--- src/rtl/debounce_pkg.sv ---
// Shared types and helpers for the time-shared button debouncer.
// No datapath, no latency, no backpressure.
package debounce_pkg;

  typedef enum logic [1:0] {
    S_SCAN   = 2'd0,
    S_COUNT  = 2'd1,
    S_COMMIT = 2'd2
  } state_t;

  localparam int NDELAY_SIM = 8;

  function automatic int clog2(input int n);
    int r;
    r = 0;
    while ((1 << r) < n) r = r + 1;
    return r;
  endfunction

endpackage

--- src/rtl/debounce_sched_sync2.sv ---
// Single-bit two-flop synchronizer, cleared to 0 on reset.
// Latency 2 cycles; no backpressure.
module sync2 (
  input  logic clk_in,
  input  logic RST_in,
  input  logic d,
  output logic q
);

  logic meta;

  always_ff @(posedge clk_in or posedge RST_in) begin
    if (RST_in) begin
      meta <= 1'b0;
      q    <= 1'b0;
    end else begin
      meta <= d;
      q    <= meta;
    end
  end

endmodule

--- src/rtl/debounce_sched.sv ---
// One debounce timer shared round-robin across NBTN buttons; commit lands NDELAY+2
// edges after a stable input change when idle. No backpressure: outputs are pulses.
module debounce_sched
  import debounce_pkg::*;
#(
  parameter int NBTN   = 4,
  parameter int NDELAY = 25000000,
  parameter int NBITS  = 26,
  parameter int IDXW   = 2
) (
  input  logic            clk_in,
  input  logic            RST_in,
  input  logic [NBTN-1:0] btn_in,
  output logic [NBTN-1:0] btn_state_out,
  output logic [NBTN-1:0] press_pulse_out,
  output logic [NBTN-1:0] release_pulse_out,
  output logic            busy_out,
  output logic [IDXW-1:0] active_idx_out
);

  logic [NBTN-1:0]  sync;
  logic [NBTN-1:0]  mism;
  state_t           state, state_nxt;
  logic [IDXW-1:0]  ptr, ptr_nxt, idx_nxt, sel_c, ptr_inc;
  logic [NBITS-1:0] count, count_nxt;
  logic             target, target_nxt, found;
  logic [NBTN-1:0]  st_nxt, press_nxt, release_nxt;

  for (genvar i = 0; i < NBTN; i++) begin : g_sync
    sync2 u_sync (
      .clk_in (clk_in),
      .RST_in (RST_in),
      .d      (btn_in[i]),
      .q      (sync[i])
    );
  end

  assign mism     = sync ^ btn_state_out;
  assign busy_out = (state != S_SCAN);
  assign ptr_inc  = (active_idx_out == IDXW'(NBTN - 1)) ? '0 : active_idx_out + 1'b1;

  // First mismatching button at or after ptr, wrapping.
  always_comb begin
    int j;
    found = 1'b0;
    sel_c = '0;
    for (int k = 0; k < NBTN; k++) begin
      j = int'(ptr) + k;
      if (j >= NBTN) j = j - NBTN;
      if (!found && mism[j]) begin
        found = 1'b1;
        sel_c = IDXW'(j);
      end
    end
  end

  always_comb begin
    state_nxt   = state;
    ptr_nxt     = ptr;
    idx_nxt     = active_idx_out;
    count_nxt   = count;
    target_nxt  = target;
    st_nxt      = btn_state_out;
    press_nxt   = '0;
    release_nxt = '0;
    case (state)
      S_SCAN: begin
        if (found) begin
          target_nxt = sync[sel_c];
          idx_nxt    = sel_c;
          count_nxt  = '0;
          state_nxt  = S_COUNT;
        end
      end
      S_COUNT: begin
        if (sync[active_idx_out] != target) begin
          ptr_nxt   = ptr_inc;
          state_nxt = S_SCAN;
        end else if (count == NBITS'(NDELAY - 1)) begin
          st_nxt[active_idx_out] = target;
          if (target) press_nxt[active_idx_out] = 1'b1;
          else        release_nxt[active_idx_out] = 1'b1;
          state_nxt = S_COMMIT;
        end else begin
          count_nxt = count + 1'b1;
        end
      end
      S_COMMIT: begin
        ptr_nxt   = ptr_inc;
        state_nxt = S_SCAN;
      end
      default: state_nxt = S_SCAN;
    endcase
  end

  always_ff @(posedge clk_in or posedge RST_in) begin
    if (RST_in) begin
      state             <= S_SCAN;
      ptr               <= '0;
      active_idx_out    <= '0;
      count             <= '0;
      target            <= 1'b0;
      btn_state_out     <= '0;
      press_pulse_out   <= '0;
      release_pulse_out <= '0;
    end else begin
      state             <= state_nxt;
      ptr               <= ptr_nxt;
      active_idx_out    <= idx_nxt;
      count             <= count_nxt;
      target            <= target_nxt;
      btn_state_out     <= st_nxt;
      press_pulse_out   <= press_nxt;
      release_pulse_out <= release_nxt;
    end
  end

endmodule

--- config.mk ---
export PLATFORM = sky130hd
export DESIGN_NAME = debounce_sched
export DESIGN_NICKNAME = d
export VERILOG_FILES = /design/src/rtl/debounce_pkg.sv /design/src/rtl/debounce_sched_sync2.sv /design/src/rtl/debounce_sched.sv
export SDC_FILE = /design/constraint.sdc
export NUM_CORES = 1
export LEC_CHECK = 0
export ABC_AREA = 1
export CAP_MARGIN = 20
export CORE_ASPECT_RATIO = 1.2
export CORE_MARGIN = 1
export CORE_UTILIZATION = 30
export DETAILED_ROUTE_END_ITERATION = 8
export PLACE_DENSITY = 0.54
export SYNTH_ARGS = -nofsm -noshare
export SYNTH_HDL_FRONTEND = slang
export SYNTH_HIERARCHICAL = 1
export SYNTH_SLANG_ARGS = --single-unit
--- constraint.sdc ---
create_clock -name clk_in -period 2 [get_ports clk_in]
set_input_delay 0.2 -clock clk_in [delete_from_list [all_inputs] [get_ports clk_in]]
set_output_delay 0.2 -clock clk_in [all_outputs]
set_load 0.05 [all_outputs]
==> flow_summary.json, run 1 <==
{
  "grt_overflow_total": 0,
  "post-route-min-period_ns": 1.902,
  "initial_utilization": 0.3081,
  "p_per_area_mw_per_mm2": 1150,
  "die_h_um": 115.9,
  "fmaxAchievable_ghz": 0.5258,
  "fillers": 1064,
  "hpwl_mm": 6.366,
  "slew_headroom": 0.6686,
  "synth_seq_area_share": 0.4093,
  "total_power_mw": 4.556,
  "critPathCaptureType": "register",
  "worstMarginPinSlew_ns": 0.4955,
  "htree_num_levels": 2,
  "gp_congestion": 0.8891,
  "seqCellArea_sq_mm": 0.001328,
  "drc": 0,
  "reg2reg_from": "count[12]",
  "startpoint": "count[12]",
  "grt_max_degree": 38,
  "cpPeakStageDelay_ns": 0.46,
  "syn_area_sq_mm": 0.003241,
  "clock-sinks": 53,
  "ys_seq_elements": 53,
  "dr.pass1.iters": 4,
  "cts_inserted_buffers": 5,
  "ir_drop_uv": 730.3,
  "path_clk_slew_ns": 0.08,
  "coreArea_sq_mm": 0.01052,
  "maxSlewViolCount": 0,
  "totalWireLength_mm": 8.134,
  "hold_viol_final": 0,
  "critPathKind": "reg2reg",
  "critPathArrivalTime_ns": 2.10,
  "vias": 2854,
  "slowest_stage": "dfrtp_1",
  "leakage_nw": 1.807,
  "period_share": 0.9509,
  "cts_tree": "built",
  "grtUsageMet2": 0.2967,
  "busiest_layer": "met2",
  "grt_antenna_before_repair": 0,
  "port_buffers": 20,
  "max-cap-violations": 0,
  "nNetsFinal": 469,
  "multiInputGateArea_sq_mm": 0.001704,
  "cp.required_ns": 2.19,
  "syn-num-nets": 424,
  "ioPinCount": 21,
  "cts_root_buffer": "clkbuf_16",
  "dieArea_sq_mm": 0.01122,
  "vias_per_cell": 4.854,
  "ys_warn_count": 6,
  "met3_usage": 0.02895,
  "grt_use_met1": 0.1699,
  "cts-hold-fix-buffers": 0,
  "wl_per_cell_um": 13.83,
  "synthDistinctLibCells": 28,
  "dr.first_iter.drc_count": 99,
  "synth_cells": 413,
  "status": "complete, no violations",
  "syn_area_per_cell_sq_um": 7.847,
  "ctsLongestPathBuffers": 2,
  "grt_pass1_vias": 2905,
  "grt_util_all_layers": 0.1560,
  "setup_viol": 0,
  "insertion_delay_ns": 0.30,
  "rows": 41,
  "holdCritPathClass": "in2async",
  "fin_skew_ns": 0.007553,
  "setup-tns-final_ns": 0,
  "antenna_left": 0,
  "cp-start-kind": "register",
  "area_delta_synth_final_pct": 22.28,
  "drive_gt1_frac": 0.2070,
  "cp_common_cell": "nand2_2",
  "die_w_um": 96.88,
  "grt_pass1_wl_mm": 13.81,
  "worstPathMaxFanout": 24,
  "crit_chain": "nand2_2 > nor3_1 > nand2_2 > o31ai_4 > nand2_8 > buf_12 > nand4_2 > o21ai_2",
  "n_antenna_cell": 0
}
==> power breakdown <==
group          internal, mW  switching, mW  leakage (nW)
clock network         0.474          0.419        0.0708
registers              1.17          0.122         0.708
logic                 0.794           1.57          1.03
==> critical path: cells and delay by family, from the launching register on <==
kind	cells	cell delay, ns
buf+inv	1	0.19
compound gates	2	0.41
flops	1	0.46
simple gates	5	0.72
==> logic make-up (layout without fill, tap and decap cells) <==
group,Yosys count,after routing,synth area share
and+or+nand+nor,240,240,0.3622
buffers and inverters,63,109,0.08687
DFF,53,53,0.4093
AOI/OAI and AO/OA,38,38,0.08224
xor gates and xnor gates,14,14,0.04016
adders and majority gates,5,5,0.01931
==> metal layers <==
metal | part of all wire | up-vias
met5 | 0 | -
met1 | 0.41 | 1367
li1 | - | 1420
met3 | 0.029 | 19
met4 | 0.026 | 0
met2 | 0.53 | 48
==> metrics by stage <==
step           utilization  setup slack (ns)  hold slack (ns)  std cells  area [sq um]
5_1_grt             0.3768          -0.02810           0.2135        588          3963
3_3_place_gp        0.3542          0.008552           0.3347        578          3725
4_1_cts             0.3685           0.01079           0.1875        586          3875
6_report            0.3768           0.09829           0.1867        588          3963
2_1_floorplan            -           0.02894         -0.05882        413          3241
3_5_place_dp        0.3542           0.02295           0.3371        578          3725
==> state kept, by name, summed over array words and instances (netlist names), 2 cells and up <==
signal              count
active_idx_out          2
ptr                     2
g_sync.u_sync/q         4
press_pulse_out         4
count                  26
state                   2
release_pulse_out       4
g_sync.u_sync/meta      4
btn_state_out           4
==> cell type report <==
cell class,count,share of cell area
well taps,129,0.04073
clock buffers,5,0.03158
repair buffers,44,0.1017
clock inverters,3,0.006315
flip-flops and latches,53,0.3350
inverters,57,0.05463
multi-input cells,297,0.4301
==> synthesized netlist by cell type, drive strengths merged <==
cell	instances	area, sq um
xor2	13	121.4
dfrtp	53	1326
nand2	116	488.0
ha	5	62.56
xnor2	1	8.760
buf	6	65.05
nor2	47	196.4
nor3	7	35.03
nand4	18	175.2
o31ai	1	21.27
nor4	7	43.79
o21ai	27	195.2
nand3	45	235.2
a21oi	10	50.05
inv	57	216.5
==> repair_timing <==
item | CTS | global route
endpoints found under the hold margin | 0 | 0
buffers inserted | 0 | 2
gates resized for setup | 0 | 16
setup endpoints to repair | 0 | 29
==> final timing paths <==
path / to / slack [ns] / cells after the start
worst min-delay path: g_sync[1].u_sync/meta / 0.19 / 2
worst max-delay path: count[19] / 0.1 / 8
worst min register to register: g_sync[1].u_sync/q / 0.35 / 0
min in group clk_in: g_sync[2].u_sync/meta / 0.34 / 1
worst max register to register: count[19] / 0.1 / 8
max in group asynchronous: ptr[0] / 1.27 / 3
==> cells in the final DEF, fill, tap and decap left out, types with 3 or more instances in the layout <==
| cell type | count |
|---|---|
| clkdlybuf4s50_1 | 19 |
| nand2_2 | 8 |
| inv_1 | 50 |
| nand3_1 | 43 |
| inv_2 | 6 |
| o21ai_2 | 16 |
| buf_4 | 23 |
| ha_1 | 4 |
| nor2_2 | 3 |
| nor4_2 | 4 |
| nor2_1 | 42 |
| o21ai_0 | 11 |
| nand2_1 | 105 |
| clkbuf_16 | 5 |
| a21oi_1 | 9 |
| dfrtp_1 | 52 |
| nand4_2 | 10 |
| nor3_1 | 6 |
| nand4_1 | 8 |
| xor2_1 | 12 |
(Power assumes the default switching activity.)
==> run 2: changes to the inputs <==
Settings changed: CTS_CLUSTER_DIAMETER set to 100.
==> results of run 2 <==
No change in the layout: final DEF, timing and power equal those of run 1.
